## src/rtl/fx_mul_pipe.sv

```systemverilog
// Pipelined signed fixed-point multiplier with round-half-up and saturation, valid/ready on both sides.
// Optional macro FX_MUL_SAT_FLAG_EN adds sat_flag (per result) and sat_sticky outputs.
module fx_mul_pipe #(
    parameter int WIDTH   = 32,
    parameter int QINT    = 15,
    parameter int QFRAC   = 16,
    parameter int LATENCY = 4
) (
    input  logic             clk,
    input  logic             rst_n,
    input  logic             valid_in,
    output logic             ready_out,
    input  logic [WIDTH-1:0] a,
    input  logic [WIDTH-1:0] b,
    output logic             valid_out,
    input  logic             ready_in,
    output logic [WIDTH-1:0] result
`ifdef FX_MUL_SAT_FLAG_EN
    ,
    output logic             sat_flag,
    output logic             sat_sticky
`endif
);

    if (LATENCY < 3) begin : g_bad_latency
        $error("fx_mul_pipe: LATENCY must be at least 3");
    end
    if ((1 + QINT + QFRAC) != WIDTH || QFRAC < 1) begin : g_bad_qformat
        $error("fx_mul_pipe: Q format must satisfy 1+QINT+QFRAC == WIDTH with QFRAC >= 1");
    end

    localparam logic signed [2*WIDTH:0] RND_C   = {{(2*WIDTH){1'b0}}, 1'b1} << (QFRAC - 1);
    localparam logic signed [2*WIDTH:0] SAT_MAX = {{(WIDTH+2){1'b0}}, {(WIDTH-1){1'b1}}};
    localparam logic signed [2*WIDTH:0] SAT_MIN = {{(WIDTH+2){1'b1}}, {(WIDTH-1){1'b0}}};

    // Product plus half an LSB, then arithmetic shift: rounds half-up toward +inf.
    function automatic logic signed [2*WIDTH:0] shift_rnd(input logic signed [2*WIDTH-1:0] p);
        logic signed [2*WIDTH:0] s;
        s = {p[2*WIDTH-1], p};
        s = s + RND_C;
        return s >>> QFRAC;
    endfunction

    function automatic logic signed [WIDTH-1:0] sat_val(input logic signed [2*WIDTH-1:0] p);
        logic signed [2*WIDTH:0] s;
        s = shift_rnd(p);
        if (s > SAT_MAX) begin
            return {1'b0, {(WIDTH-1){1'b1}}};
        end else if (s < SAT_MIN) begin
            return {1'b1, {(WIDTH-1){1'b0}}};
        end
        return s[WIDTH-1:0];
    endfunction

    function automatic logic clamps(input logic signed [2*WIDTH-1:0] p);
        logic signed [2*WIDTH:0] s;
        s = shift_rnd(p);
        return (s > SAT_MAX) || (s < SAT_MIN);
    endfunction

    logic [LATENCY-1:0]        v_q, v_d;
    logic [LATENCY-1:0]        en;
    logic signed [WIDTH-1:0]   a_q, a_d, b_q, b_d;
    logic signed [2*WIDTH-1:0] prod_q, prod_d;
    logic signed [WIDTH-1:0]   dly_q [2:LATENCY-1];
    logic signed [WIDTH-1:0]   dly_d [2:LATENCY-1];

    // A stage may load when it is empty or its successor is loading this edge.
    always_comb begin : flow_ctrl
        logic chain;
        chain = ready_in;
        en    = '0;
        for (int i = LATENCY - 1; i >= 0; i--) begin
            chain = !v_q[i] || chain;
            en[i] = chain;
        end
        v_d    = v_q;
        v_d[0] = en[0] ? valid_in : v_q[0];
        for (int i = 1; i < LATENCY; i++) begin
            if (en[i]) begin
                v_d[i] = v_q[i-1];
            end
        end
    end

    always_comb begin : datapath
        // stage 0: operand capture
        a_d = a_q;
        b_d = b_q;
        if (en[0] && valid_in) begin
            a_d = $signed(a);
            b_d = $signed(b);
        end
        // stage 1: full-width product
        prod_d = prod_q;
        if (en[1] && v_q[0]) begin
            prod_d = $signed({{WIDTH{a_q[WIDTH-1]}}, a_q}) * $signed({{WIDTH{b_q[WIDTH-1]}}, b_q});
        end
        // stage 2: round and saturate; stages 3.. are pure delay
        dly_d = dly_q;
        if (en[2] && v_q[1]) begin
            dly_d[2] = sat_val(prod_q);
        end
        for (int i = 3; i < LATENCY; i++) begin
            if (en[i] && v_q[i-1]) begin
                dly_d[i] = dly_q[i-1];
            end
        end
    end

    always_ff @(posedge clk or negedge rst_n) begin
        if (!rst_n) begin
            v_q    <= '0;
            a_q    <= '0;
            b_q    <= '0;
            prod_q <= '0;
            for (int i = 2; i < LATENCY; i++) begin
                dly_q[i] <= '0;
            end
        end else begin
            v_q    <= v_d;
            a_q    <= a_d;
            b_q    <= b_d;
            prod_q <= prod_d;
            for (int i = 2; i < LATENCY; i++) begin
                dly_q[i] <= dly_d[i];
            end
        end
    end

    assign ready_out = en[0];
    assign valid_out = v_q[LATENCY-1];
    assign result    = dly_q[LATENCY-1];

`ifdef FX_MUL_SAT_FLAG_EN
    logic sat_q [2:LATENCY-1];
    logic sat_d [2:LATENCY-1];
    logic sticky_q, sticky_d;

    // The clamp flag rides alongside the result through the delay stages.
    always_comb begin
        sat_d = sat_q;
        if (en[2] && v_q[1]) begin
            sat_d[2] = clamps(prod_q);
        end
        for (int i = 3; i < LATENCY; i++) begin
            if (en[i] && v_q[i-1]) begin
                sat_d[i] = sat_q[i-1];
            end
        end
        sticky_d = sticky_q || (valid_out && ready_in && sat_q[LATENCY-1]);
    end

    always_ff @(posedge clk or negedge rst_n) begin
        if (!rst_n) begin
            sticky_q <= 1'b0;
            for (int i = 2; i < LATENCY; i++) begin
                sat_q[i] <= 1'b0;
            end
        end else begin
            sticky_q <= sticky_d;
            for (int i = 2; i < LATENCY; i++) begin
                sat_q[i] <= sat_d[i];
            end
        end
    end

    assign sat_flag   = sat_q[LATENCY-1];
    assign sat_sticky = sticky_q;
`endif

endmodule

```

## config.mk

```make
export PLATFORM = sky130hd
export DESIGN_NAME = fx_mul_pipe
export DESIGN_NICKNAME = d
export VERILOG_FILES = /design/src/rtl/fx_mul_pipe.sv
export SDC_FILE = /design/constraint.sdc
export NUM_CORES = 2
export LEC_CHECK = 0
export ABC_AREA = 1
export CORE_UTILIZATION = 60
export DETAILED_ROUTE_END_ITERATION = 10
export HOLD_SLACK_MARGIN = 0.03
export PLACE_DENSITY_LB_ADDON = 0.15
export SLEW_MARGIN = 20
export SYNTH_ARGS = -nofsm -noshare
export SYNTH_HDL_FRONTEND = slang
export SYNTH_SLANG_ARGS = --single-unit
```

## constraint.sdc

```tcl
create_clock -name clk -period 7 [get_ports clk]
set_input_delay 1.4 -clock clk [delete_from_list [all_inputs] [get_ports clk]]
set_output_delay 1.4 -clock clk [all_outputs]
set_load 0.05 [all_outputs]
```

* After elaboration in Yosys (flattened, before gate mapping)
Index checks and enable logic that the tools add are counted.
** Cells by class
- Order comparisons :: 2
- Reductions and logical operators :: 12
- Add/subtract/negate cells :: 1
- Multiplexer cells :: 6
- Multipliers :: 1
** Operators by type and width (number)
- $mux W32 :: 3
- $add A64 B17 Y65 const B :: 1
- $mul A32 B32 Y64 :: 1
- $gt A49 B32 Y1 const B :: 1
- $lt A49 B32 Y1 const B :: 1
- $logic_and A1 B1 Y1 :: 4
- $logic_not A1 Y1 :: 4
- $logic_or A1 B1 Y1 :: 4
- $mux W1 :: 3
** Storage, ports and cells
- Logic and storage cells :: 31
- Bits of input ports :: 68
- Register bits after elaboration :: 196

* Depth between registers and ports, before layout
- Word-level depth :: 6
- Mapped depth :: 34

* Worst setup path after synthesis
Ideal clock, no wire load.
- Kind :: reg-to-reg
- From :: reg a_q[31]
- To :: reg prod_q[53]
- Clock period less this slack :: 7297 ps
- Library setup time :: 130 ps
- Path slack :: -297 ps
- Stages on the path, launching flop included :: 27
- Data required time :: 6870 ps
- Path buffers :: 1
- Arrival time :: 7167 ps
- Cells stage by stage :: dfrtp_1 -> clkbuf_1 -> nand2_1 -> inv_1 -> fa_1 -> inv_1 -> fa_1 -> inv_1 -> fa_1 -> fa_1 -> inv_1 -> fa_1 -> inv_1 -> fa_1 -> inv_1 -> fa_1 -> inv_1 -> fa_1 -> ha_1 -> a21o_1 -> a31oi_1 -> o21ai_0 -> a21oi_1 -> nand3_1 -> or2_2 -> nand3_1 -> o21ai_0
** On the way
- Word-level cells in the longest chain between the ends :: 1
** RTL lines
- start: declaration :: line 63 : logic signed [WIDTH-1:0] a_q, a_d, b_q, b_d;
- start signal: assignment :: line 114 : a_q <= '0;
- start signal: assignment :: line 122 : a_q <= a_d;
- $mul A32 B32 Y64 :: line 97 : prod_d = $signed({{WIDTH{a_q[WIDTH-1]}}, a_q}) * $signed({{WIDTH{b_q[WIDTH-1]}}, b_q});
- end signal: assignment :: line 124 : prod_q <= prod_d;
- end: declaration :: line 64 : logic signed [2*WIDTH-1:0] prod_q, prod_d;
No other way between the ends.
A chain may end at the register's enable or synchronous reset.

* Final worst setup path
- From :: reg a_q[31]
- To :: reg prod_q[60]
Same word-level chain as after synthesis.

==> metrics <==
status finished with violations; failing checks negative setup slack; I/O Pins 102; post-DP HPWL 116000 µm; hold_sp v_q[1]$_DFFE_PN0P_; Synth Warn # 0; clk_lat worst skew 0.51 ns; reg2reg setup slack -0.06 ns; period utilisation layout 101%; part of the Yosys area used for sequential elements 9.73%; top cell type's share of synthesized area 46.5%; Worst path max stage delay 0.66 ns; worst setup margin -0.0588 ns; R2R depth 31; Mapped Avg Cell Area 8.12 µm²; critical path's slowest cell fa_2; nets 7428; mapped cell area 46600 µm²; worst reg2reg path startpoint a_q[31]$_DFFE_PN0P_; FF+latch count, synth 181; final slew viol count 0; Post-DP Area 52300 µm²; Clk pin slew, worst setup/hold paths 0.11 ns; Post-synth ARST share 100%; DR DRC count 0; largest net degree at the start of global routing 131; fin crit period around 7.1 ns; drt first pass iters 6; Max H-tree Level 4; Synth top cells by count inv_1, nand2_1, fa_1, nor2_1, clkbuf_1; CTS Sinks around 180; antenna-violating nets left 0; slew at the pin with the worst max-slew slack 1.05 ns; Hold-fix buffers, CTS 0; hold path depth 2; Syn Inst Count 5735; clock root buffer clkbuf_16; crit-path max FO 8; cell type with the largest total area after synthesis fa_1; width of the chip roughly 280 µm; GRT Overall Usage between 30% and 40%; Worst Hold Class reg2reg; EDFF count, synth 0; Final setup viols 11; Setup TNS -0.297 ns; WL/cell 19.6 µm; CTS max path bufs 2; vias in the first global route 40600; top-count cell post-synth inv_1; Area growth syn-to-layout 18.5%; WL final 140000 µm; DR vias 37700; port bufs 101; DR iter-0 viols 3026; core area 76300 µm²; Final Hold Slack a little under 0.5 ns; DIE AREA 78700 µm²; row cnt around 100; total CTS buffers 17; RSZ-0062 raised after global routing yes; synth unique cells 38; layout cells sized above 1 between 15 and 20%; Synth Flop Type dfrtp_1; RePlAce Congestion between 0.9 and 1; Die Ht around 280 µm; syn nets ~7100; cell area after layout 55200 µm²; synth top area cells fa_1, inv_1, nand2_1; Worst Path Arrival roughly 7.5 ns; f_max 142 MHz; Worst Skew 0.0225 ns; Worst Setup SP a_q[31]$_DFFE_PN0P_; Initial Util between 60% and 70%; WS Path Type reg2reg; Slew headroom 29.6%; CTS tree built; first-pass GRT wire length 223000 µm; Most common cell on crit path fa_1; DR vias/cell 5.27; max-cap viol count 0; critical path required time 7.44 ns; CP endpoint kind register; initial antenna violation count 2; CP Launch Type register; GRT overflow 0; Final Hold Violating Endpoints 0
[timing repair]
item | in CTS | in global routing
endpoints found under the setup margin | 40 | 47
resized for setup | 220 | 321
pin swaps | 82 | 95
gates cloned | 0 | 3
buffers inserted | 17 | 24
[worst max-delay path, delay by kind of cell (launching register included)]
kind / cells / cell delay (ns)
buffers and inverters: 12 / 1.01
AO/OA/AOI/OAI: 3 / 0.54
flip-flops: 1 / 0.40
AND/OR/NAND/NOR: 7 / 0.58
adder cells (fa/ha/maj): 9 / 4.44
[area by class of cell]
class | instances | area (µm²)
Inverter | 1668 | 6270
Clock inverter | 15 | 214
Antenna cell | 1 | 2.50
Fill cell | 6065 | 21200
Clock buffer | 17 | 425
Tap cell | 1030 | 1290
Timing Repair Buffer | 652 | 6260
Sequential cell | 181 | 4540
Multi-Input combinational cell | 3578 | 36200
[stage by stage]
stage                     setup slack (ns)  instances  utilization, %
final                              -0.0588       7142            72.3
after global routing                -0.309       7141            72.3
after CTS                          -0.0292       7115            70.6
after detailed placement            -0.239       7066            68.5
after global placement              -0.222       7066            68.5
after floorplan                   -0.00559       5735               -
[sequential cells by signal, summed over array words and instances, names as in the netlist]
name    cells
prod_q     49
result     32
a_q        32
v_q         4
dly_q      32
b_q        32
[final timing paths]
path,to
max in group asynchronous,b_q[1]$_DFFE_PN0P_
setup reg to reg,prod_q[60]$_DFFE_PN0P_
min in group asynchronous,a_q[17]$_DFFE_PN0P_
setup / recovery,prod_q[60]$_DFFE_PN0P_
hold / removal,v_q[2]$_DFFE_PN0P_
hold reg to reg,v_q[2]$_DFFE_PN0P_
[cells by family after synthesis]
kind of cell               Yosys count  synth area share [%]
and+or+nand+nor                   1908                  16.2
adders and majority gates         1262                  51.3
xor gates and xnor gates            60                  1.13
muxes                               93                  2.25
buffers and inverters             1976                  16.3
DFF                                181                  9.73
AOI/OAI and AO/OA                  255                  3.09
[placed cells by master, fill, tap and decap left out, drive strengths merged, types with 4 or more instances in the layout]
cell,count
or2,20
clkinv,8
nand3,93
o21ai,89
clkbuf,21
nand4,30
xnor2,30
a21o,9
mux2,93
buf,548
nor2,293
dfrtp,181
a21boi,4
ha,181
fa,1081
a31oi,14
a21oi,120
nor3,9
nor4,9
xor2,30
inv,1674
nand2,1444
o21bai,10
nand3b,8
clkdlybuf4s50,100
[metal layers]
metal | share of wire (%) | wire, µm | global-route usage [%]
met5 | 0.0078 | 11 | 0
met4 | 5.4 | 7510 | 17.4
met3 | 8.3 | 11600 | 5.77
met2 | 47 | 65800 | 61.6
met1 | 39 | 55200 | 49.8
Power is not shown: default switching activity piles up to over one toggle a cycle in this logic, so the estimate is an artifact.
